### config.mk
export PLATFORM = sky130hd
export DESIGN_NAME = sample_framer
export DESIGN_NICKNAME = d
export VERILOG_FILES = /design/src/rtl/sample_framer.sv
export SDC_FILE = /design/constraint.sdc
export NUM_CORES = 1
export LEC_CHECK = 0
export ABC_AREA = 1
export BUFFER_PORTS_ARGS = -buffer_cell sky130_fd_sc_hd__buf_2
export CORE_ASPECT_RATIO = 0.8
export CORE_UTILIZATION = 45
export DETAILED_ROUTE_END_ITERATION = 16
export GPL_TIMING_DRIVEN = 0
export PLACE_DENSITY_LB_ADDON = 0.3
export SLEW_MARGIN = 0
export SYNTH_ARGS = -nofsm -noshare
export SYNTH_HDL_FRONTEND = slang
export SYNTH_SLANG_ARGS = --single-unit
### constraint.sdc
create_clock -name clk -period 3.85 [get_ports clk]
set_clock_uncertainty 0.2 [all_clocks]
set_input_delay 0.9625 -clock clk [delete_from_list [all_inputs] [get_ports clk]]
set_output_delay 0.9625 -clock clk [all_outputs]
set_load 0.1 [all_outputs]
### src/rtl/sample_framer.sv
// Per-channel averaging framer between the ADC capture block and the sample FIFO.
// Emits one word per cycle (header > held word > new average) and pulses frame_end on each frame's last data word.
module sample_framer #(
    parameter int NUM_CHANNELS    = 8,
    parameter int BITS_PER_SAMPLE = 16,
    parameter int MAX_AVG_LOG2    = 4,
    parameter int FRAME_W         = 8,
    parameter int SAMPLE_WIDTH    = NUM_CHANNELS * BITS_PER_SAMPLE
) (
    input  logic                                  clk,
    input  logic                                  rst,
    input  logic [SAMPLE_WIDTH-1:0]               in,
    input  logic                                  in_valid,
    input  logic [$clog2(MAX_AVG_LOG2+1)-1:0]     avg_log2,
    input  logic [FRAME_W-1:0]                    frame_len,
    input  logic                                  header_en,
    output logic [SAMPLE_WIDTH-1:0]               out,
    output logic                                  out_valid,
    output logic                                  frame_end,
    output logic [7:0]                            drop_ctr
);

    localparam int          AW        = $clog2(MAX_AVG_LOG2 + 1);
    localparam int          ACC_W     = BITS_PER_SAMPLE + MAX_AVG_LOG2;
    localparam int          GW        = MAX_AVG_LOG2 + 1;
    localparam logic [15:0] HDR_MAGIC = 16'hA5A5;

    if (BITS_PER_SAMPLE < 8) begin : g_bad_bps
        $error("sample_framer: BITS_PER_SAMPLE must be >= 8");
    end
    if (SAMPLE_WIDTH < 48) begin : g_bad_width
        $error("sample_framer: SAMPLE_WIDTH must be >= 48 to hold a header word");
    end
    if (SAMPLE_WIDTH != NUM_CHANNELS * BITS_PER_SAMPLE) begin : g_bad_pack
        $error("sample_framer: SAMPLE_WIDTH must equal NUM_CHANNELS*BITS_PER_SAMPLE");
    end
    if (MAX_AVG_LOG2 < 1) begin : g_bad_avg
        $error("sample_framer: MAX_AVG_LOG2 must be >= 1");
    end

    // Configuration shadows: only these are used by the datapath.
    logic [AW-1:0]           a_sh_q;
    logic [FRAME_W-1:0]      flen_sh_q;
    logic                    hen_sh_q;
    logic [AW-1:0]           a_clamped;

    logic [GW-1:0]           grp_cnt_q, grp_cnt_d;
    logic [GW-1:0]           grp_last;
    logic                    group_done;
    logic [SAMPLE_WIDTH-1:0] cand_word;

    logic [FRAME_W-1:0]      frame_cnt_q, frame_cnt_d;
    logic [FRAME_W-1:0]      frame_lim;
    logic                    frame_last;

    logic [15:0]             seq_q, seq_d;
    logic                    hdr_pending_q, hdr_pending_d;
    logic                    hdr_slot;
    logic [SAMPLE_WIDTH-1:0] hdr_word;

    logic [SAMPLE_WIDTH-1:0] hold_q, hold_d;
    logic                    hold_full_q, hold_full_d;

    logic [SAMPLE_WIDTH-1:0] out_q, out_d;
    logic                    out_valid_q, out_valid_d;
    logic                    frame_end_q, frame_end_d;
    logic [7:0]              drop_q, drop_d;
    logic                    drop_inc;

    logic                    data_emit;
    logic [SAMPLE_WIDTH-1:0] data_word;

    assign a_clamped = (avg_log2 > AW'(MAX_AVG_LOG2)) ? AW'(MAX_AVG_LOG2) : avg_log2;

    // A group completes on its 2^A-th sample; >= covers a group counter left above a smaller new A.
    assign grp_last   = (GW'(1) << a_sh_q) - GW'(1);
    assign group_done = in_valid && (grp_cnt_q >= grp_last);

    always_comb begin
        grp_cnt_d = grp_cnt_q;
        if (in_valid) begin
            grp_cnt_d = group_done ? '0 : grp_cnt_q + GW'(1);
        end
    end

    for (genvar gi = 0; gi < NUM_CHANNELS; gi++) begin : g_chan
        logic [ACC_W-1:0] acc_q;
        logic [ACC_W-1:0] acc_sum;

        assign acc_sum = acc_q + ACC_W'(in[gi*BITS_PER_SAMPLE +: BITS_PER_SAMPLE]);
        assign cand_word[gi*BITS_PER_SAMPLE +: BITS_PER_SAMPLE] = BITS_PER_SAMPLE'(acc_sum >> a_sh_q);

        always_ff @(posedge clk) begin
            if (rst) begin
                acc_q <= '0;
            end else if (in_valid) begin
                acc_q <= group_done ? '0 : acc_sum;
            end
        end
    end

    assign frame_lim  = (flen_sh_q == '0) ? FRAME_W'(1) : flen_sh_q;
    assign frame_last = (frame_cnt_q + FRAME_W'(1)) == frame_lim;

    assign hdr_slot = hdr_pending_q && hen_sh_q;

    // Drops only happen in a header cycle: elsewhere the held word leaves as the new one enters.
    assign drop_inc = hdr_slot && group_done && hold_full_q;
    assign drop_d   = (drop_inc && (drop_q != 8'hFF)) ? drop_q + 8'd1 : drop_q;

    // Header carries the drop count that is visible on drop_ctr alongside it.
    assign hdr_word = SAMPLE_WIDTH'({8'(a_sh_q), drop_d, seq_q, HDR_MAGIC});

    always_comb begin
        out_d         = out_q;
        out_valid_d   = 1'b0;
        frame_end_d   = 1'b0;
        hold_d        = hold_q;
        hold_full_d   = hold_full_q;
        hdr_pending_d = hdr_pending_q;
        seq_d         = seq_q;
        frame_cnt_d   = frame_cnt_q;
        data_emit     = 1'b0;
        data_word     = hold_q;

        if (hdr_slot) begin
            out_d         = hdr_word;
            out_valid_d   = 1'b1;
            seq_d         = seq_q + 16'd1;
            hdr_pending_d = 1'b0;
            if (group_done && !hold_full_q) begin
                hold_d      = cand_word;
                hold_full_d = 1'b1;
            end
        end else begin
            hdr_pending_d = 1'b0;
            if (hold_full_q) begin
                data_emit = 1'b1;
                data_word = hold_q;
                if (group_done) begin
                    hold_d = cand_word;
                end else begin
                    hold_full_d = 1'b0;
                end
            end else if (group_done) begin
                data_emit = 1'b1;
                data_word = cand_word;
            end

            if (data_emit) begin
                out_d       = data_word;
                out_valid_d = 1'b1;
                if (frame_last) begin
                    frame_end_d   = 1'b1;
                    frame_cnt_d   = '0;
                    hdr_pending_d = 1'b1;
                end else begin
                    frame_cnt_d = frame_cnt_q + FRAME_W'(1);
                end
            end
        end
    end

    always_ff @(posedge clk) begin
        if (rst) begin
            a_sh_q        <= a_clamped;
            flen_sh_q     <= frame_len;
            hen_sh_q      <= header_en;
            grp_cnt_q     <= '0;
            frame_cnt_q   <= '0;
            seq_q         <= '0;
            hdr_pending_q <= 1'b1;
            hold_q        <= '0;
            hold_full_q   <= 1'b0;
            out_q         <= '0;
            out_valid_q   <= 1'b0;
            frame_end_q   <= 1'b0;
            drop_q        <= '0;
        end else begin
            // New configuration is latched at the frame boundary, ready for the following header.
            if (frame_end_d) begin
                a_sh_q    <= a_clamped;
                flen_sh_q <= frame_len;
                hen_sh_q  <= header_en;
            end
            grp_cnt_q     <= grp_cnt_d;
            frame_cnt_q   <= frame_cnt_d;
            seq_q         <= seq_d;
            hdr_pending_q <= hdr_pending_d;
            hold_q        <= hold_d;
            hold_full_q   <= hold_full_d;
            out_q         <= out_d;
            out_valid_q   <= out_valid_d;
            frame_end_q   <= frame_end_d;
            drop_q        <= drop_d;
        end
    end

    assign out       = out_q;
    assign out_valid = out_valid_q;
    assign frame_end = frame_end_q;
    assign drop_ctr  = drop_q;

endmodule

# Word-level counts from Yosys, hierarchy flattened
# Cells that the tools add are included.
totals:
  regBits: 469
  wordCells: 101
  output_inout_bits: 138
  in_bits: 143
op_classes:
  add_sub_neg: 13
  shift: 9
  order_cmp: 2
  mux: 37
  reduce_logical: 14
  bitwise_logic: 1
  n_eq_ne: 3
ops:
  columns: ["op", "count"]
  rows:
  - ["128-bit 2-to-1 mux", 5]
  - ["20-bit by 16-bit adder with 20-bit output", 8]
  - ["20-bit 2-to-1 mux", 8]
  - ["20-bit by 3-bit right shift with 16-bit output", 8]
  - ["43-bit 2-to-1 mux", 2]
  - ["8-bit 2-to-1 mux", 5]
  - ["16-bit by 1-bit adder with 16-bit output (second input constant)", 1]
  - ["8-bit by 1-bit adder with 8-bit output (second input constant)", 2]
  - ["1-bit 2-to-1 mux", 13]
  - ["3-bit 2-to-1 mux", 3]
  - ["8-bit equality test", 1]
  - ["8-bit logical NOT", 1]
  - ["8-bit != test (second input constant)", 1]
  - ["1-bit logical AND", 6]
  - ["2-bit nonzero test", 3]
  - ["5-bit by 1-bit adder with 5-bit output (second input constant)", 1]
  - ["5-bit greater-or-equal comparator", 1]
  - ["5-bit 2-to-1 mux", 1]
  - ["1-bit by 3-bit left shift with 5-bit output (first input constant)", 1]
  - ["5-bit by 2-bit subtractor with 5-bit output (second input constant)", 1]
  - ["2-bit AND reduction", 2]
  - ["3-bit greater-than comparator (second input constant)", 1]
  - ["2-bit by 1-bit != test with 1-bit output (second input constant)", 1]
  - ["2-bit OR reduction", 1]
  - ["2 further kinds", 2]

# Logic depth before layout (Yosys ltp)
logic_depth:
  word_depth: 11
  ltp_mapped: 23
  depth_no_buf: 21

# Worst setup path after synthesis
# OpenSTA, ideal clock, no wires.
synth_path:
  kind: "register -> register"
  from: "register a_sh_q[2]"
  to: "register a_sh_q[0] (enable)"
  path_stages_with_launch: 18
  synth_period_minus_slack_ps: 3692
  setup_slack_ps: 158
  arrival_time_ps: 3152
  cell_sequence: "edfxtp_1 clkbuf_1 inv_2 clkbuf_1 clkbuf_1 nand2_1 ha_1 o21ai_0 xor2_1 ha_1 nand2_1 o2111ai_1 nand2_2 inv_2 nor2_4 nor2_4 nand4_1 nand2_2"
synth_via:
  elab_chain_len: 10
synth_lines:
  columns: ["item", "line", "text"]
  rows:
  - ["start, declared", "42", "logic [AW-1:0] a_sh_q;"]
  - ["start signal, assigned", "166", "a_sh_q <= a_clamped;"]
  - ["start signal, assigned", "182", "a_sh_q <= a_clamped;"]
  - ["1-bit by 3-bit left shift with 5-bit output", "76", "assign grp_last = (GW'(1) << a_sh_q) - GW'(1);"]
  - ["5-bit by 2-bit subtractor with 5-bit output", "76", null]
  - ["5-bit greater-or-equal comparator", "77", "assign group_done = in_valid && (grp_cnt_q >= grp_last);"]
  - ["1-bit logical AND", "77", null]
  - ["1-bit 2-to-1 mux", "145", "end else if (group_done) begin"]
  - ["1-bit 2-to-1 mux", "137", "if (hold_full_q) begin"]
  - ["1-bit 2-to-1 mux", "126", "if (hdr_slot) begin"]
  - ["1-bit 2-to-1 mux", "150", "if (data_emit) begin"]
  - ["1-bit 2-to-1 mux", "126", null]
  - ["2-bit nonzero test (no source line)", null, null]
# Every way passes these cells. The select of a mux whose other input is x is not followed.
# A chain may end at the register's enable or synchronous reset.

# Final worst setup path
layout_path:
  from: "register a_sh_q[0]"
  to: "register frame_cnt_q[6]"
layout_via:
  elab_chain_len: 8
layout_lines:
  columns: ["item", "line", "text"]
  rows:
  - ["1-bit by 3-bit left shift with 5-bit output", "76", null]
  - ["5-bit by 2-bit subtractor with 5-bit output", "76", null]
  - ["5-bit greater-or-equal comparator", "77", null]
  - ["1-bit logical AND", "77", null]
  - ["1-bit 2-to-1 mux", "145", null]
  - ["1-bit 2-to-1 mux", "137", null]
  - ["1-bit 2-to-1 mux", "126", null]
  - ["2-bit AND reduction (no source line)", null, null]
  - ["end signal, assigned", "187", "frame_cnt_q <= frame_cnt_d;"]
  - ["end, declared", "52", "logic [FRAME_W-1:0] frame_cnt_q, frame_cnt_d;"]
# Every way passes these cells. The select of a mux whose other input is x is not followed.

==> impl_metrics.py <==
metrics = {
    "die": {
        "fp-row-count": 86,
        "fp.dieW_um": 298.3,
        "core_um2": 69190,
        "dieArea_um2": 71310,
        "fp.dieH_um": 239.1,
        "start_util": 0.4569,
        "ios": 281,
    },
    "setup_path": {
        "cpMostUsedCell": "nor2_4",
        "r2r_setup_slack_ns": 0.06,
        "crit_path_end_kind": "flip-flop",
        "critical_path_class": "flip-flop to flip-flop",
        "cp_slowest_stage_delay_ns": 0.47,
        "worstPathCellList": "inv_2, buf_8, nor2_4, buf_8, nand2_2, ha_2, o21ai_2, xor2_1, ha_1, nand2_2, inv_1, nand4_1, o2111ai_4, nand2_4, inv_8, nor2_4, nor2_4, inv_1, clkbuf_4, nor2_1, nor3_1",
        "crit_fanout": 10,
        "crit_path_top_delay_cell": "edfxtp_1",
        "cp.arrival_ns": 4.15,
        "cp.required_ns": 4.21,
        "startpoint_type": "flip-flop",
    },
    "logic_synthesis": {
        "postSynthNetCount": 5385,
        "syn_avg_cell_area_um2": 6.203,
        "synth_flop_cell": "dfxtp_1",
        "synth_edf_count": 12,
        "synth_cells": 5096,
        "async_flop_share": 0,
        "syn_area_um2": 31610,
        "ys_ff_latch": 469,
        "yosys_warnings": 0,
        "ys_seq_area_frac": 0.3008,
        "synthDistinctLibCells": 53,
    },
    "sta": {
        "rsz0062_at_grt": "yes",
        "tightest_slew_ns": 1.468,
        "relSlewSlack": 0.01381,
        "setup_violations": 0,
        "max_freq_ghz": 0.2638,
        "finalCritPeriodShare": 0.9844,
        "setup_ws_ns": 0.05995,
        "finalHoldViolCount": 0,
        "slew_viol_final": 0,
        "period_needed_ns": 3.790,
    },
    "clocking": {
        "hold_buffers": 0,
        "numCtsBuffers": 53,
        "path_clk_slew_ns": 0.07,
        "cts.sinks": 469,
        "cts_tree": "yes",
        "htree_levels": 2,
        "root_buffer": "clkbuf_16",
        "cts_max_path_buffers": 3,
        "clkLatencyLatePin_ns": 0.66,
    },
    "global_routing": {
        "grt_pass1_wl_mm": 208.4,
        "grt_use_total": 0.3883,
        "antenna_found_initial": 3,
        "grt.busiest_layer": "met2",
        "grt_overflow": 0,
        "first_global_vias": 34261,
        "grt_max_degree": 16,
        "met3_usage": 0.06716,
        "use_met1": 0.4878,
        "use_met2": 0.6209,
    },
    "pwr": {
        "p_switching_mw": 6.798,
        "p_int_mw": 9.969,
        "p_leak_nw": 17.88,
        "power_mw": 16.77,
        "switching_share": 0.4054,
        "ir_worst_vdd_uv": 378.7,
        "comb_power_share": 0.349,
        "p_per_area_nw_per_um2": 453.7,
        "power_frac_seq": 0.321,
        "p_clk_frac": 0.330,
    },
    "drt": {
        "via_per_inst": 5.758,
        "antenna_left": 0,
        "drcViolationCount": 0,
        "dr.pass1.iters": 8,
        "drt_iter0_drc": 3943,
        "routed_wirelength_mm": 143.0,
        "wl_per_cell_um": 22.23,
        "via_count": 37028,
    },
    "run_status": {
        "violations": "max-capacitance violations",
        "status": "finished with violations",
    },
    "job": {
        "maxCapViolCount": 1,
    },
    "place": {
        "routabilityCongestion": 1.069,
        "place_hpwl_mm": 113.5,
        "pre_cts_ws_ns": -2.054,
        "io_buffers": 278,
    },
    "layout": {
        "final_common_cell": "nand2_1",
        "drive_above_1_share": 0.1068,
        "layout.nets": 5751,
        "area_delta_synth_final_pct": 16.91,
        "mostFrequentLayoutCells": "1,636 x nand2_1, 703 x nand3_1, 513 x inv_1",
    },
    "min_path": {
        "hold_class": "flip-flop to flip-flop",
    },
}
worst max-delay path, delay by kind of cell, from the launching register on:
family / cells / cell delay [ns]
flip-flops: 1 / 0.47
AND/OR/NAND/NOR: 9 / 1.35
XOR/XNOR: 1 / 0.16
adder cells (fa/ha/maj): 2 / 0.48
buffers and inverters: 7 / 0.79
AO/OA/AOI/OAI: 2 / 0.22
power groups by stage:
stage | logic (mW) | clock network (mW) | registers, mW
2_1_floorplan | 3.47 | 0 | 5.58
5_1_grt | 6.25 | 5.73 | 5.42
4_1_cts | 5.60 | 5.54 | 5.39
3_3_place_gp | 5.49 | 0 | 5.48
3_5_place_dp | 5.51 | 0 | 5.49
6_report | 5.85 | 5.53 | 5.39
area by class of cell:
cell class	instances	area, um^2
diodes	2	5.005
plain buffers	245	1388
clock buffers	67	1460
clock inverters	31	399.1
fillers	7137	32230
inverters	523	1987
multi-input cells	3859	19390
flip-flops and latches	469	9509
well taps	924	1156
repair buffers	311	1663
flip-flops by register name, summed over array words and instances, names as in the netlist:
| signal | flops |
|---|---|
| grp_cnt_q | 5 |
| hold_q | 128 |
| frame_cnt_q | 8 |
| frame_end | 1 |
| a_sh_q | 3 |
| flen_sh_q | 8 |
| drop_ctr | 8 |
| g_chan.acc_q | 160 |
| seq_q | 16 |
| out_valid | 1 |
| hdr_pending_q | 1 |
| hold_full_q | 1 |
| hen_sh_q | 1 |
| out | 128 |
synthesized netlist by cell type, types with 20 or more instances:
cell,count,area [um^2]
ha_1,138,1727
buf_1,50,187.7
nand2_1,1643,6167
xor2_1,43,376.6
dfxtp_1,457,9149
clkbuf_1,145,544.3
nor3_1,31,155.2
o21ai_0,225,1126
a21o_1,27,202.7
o211ai_1,75,563.0
xnor2_1,34,297.8
or2_2,20,125.1
a21oi_1,493,2467
nor2_1,231,867.1
nand3_1,703,3518
buf_2,48,240.2
inv_1,516,1937
final timing paths:
path                                   startpoint                         endpoint  cells past startpoint
setup / recovery          a_sh_q[0]$_SDFFCE_PN0P_      frame_cnt_q[6]$_SDFFE_PP0P_                     21
hold reg to reg   g_chan[6].acc_q[9]$_SDFFE_PP0P_  g_chan[6].acc_q[9]$_SDFFE_PP0P_                      2
setup reg to reg          a_sh_q[0]$_SDFFCE_PN0P_      frame_cnt_q[6]$_SDFFE_PP0P_                     21
hold / removal    g_chan[6].acc_q[9]$_SDFFE_PP0P_  g_chan[6].acc_q[9]$_SDFFE_PP0P_                      2
routing by layer:
metal / routed length [um] / share of wire / up-vias
li1: - / - / 17545
met1: 57360 / 0.40 / 17202
met2: 62340 / 0.44 / 1859
met3: 13400 / 0.094 / 422
met4: 9863 / 0.069 / 0
met5: 0 / 0 / -
logic make-up (layout without fill, tap and decap cells):
family,count (synthesis),in the layout,synth area share
and+or+nand+nor,2707,2711,0.3611
muxes,1,1,0.0003167
AOI/OAI and AO/OA,924,924,0.1624
xor gates and xnor gates,77,77,0.02134
DFF,469,469,0.3008
buffers and inverters,772,1177,0.09433
other,0,2,0
adders and majority gates,146,146,0.05969
what timing repair did:
action	CTS	global route
cloned	2	4
pin swaps	7	20
resized for setup	116	119
buffers inserted	16	15
endpoints found under the setup margin	453	413
metrics by stage:
step / std cells / setup TNS (ns) / instance area [um^2] / utilization / hold slack (ns)
floorplan: 5096 / 0 / 31610 / - / 0.2285
global placement: 6298 / -676.29 / 34160 / 0.4937 / 0.2552
detailed placement: 6298 / -666.11 / 34160 / 0.4937 / 0.2602
CTS: 6410 / 0 / 36500 / 0.5276 / 0.2664
global route: 6429 / -0.8922 / 36950 / 0.5341 / 0.2695
finish: 6431 / 0 / 36960 / 0.5341 / 0.2677
Note: power is estimated with default switching activity, not from simulation.
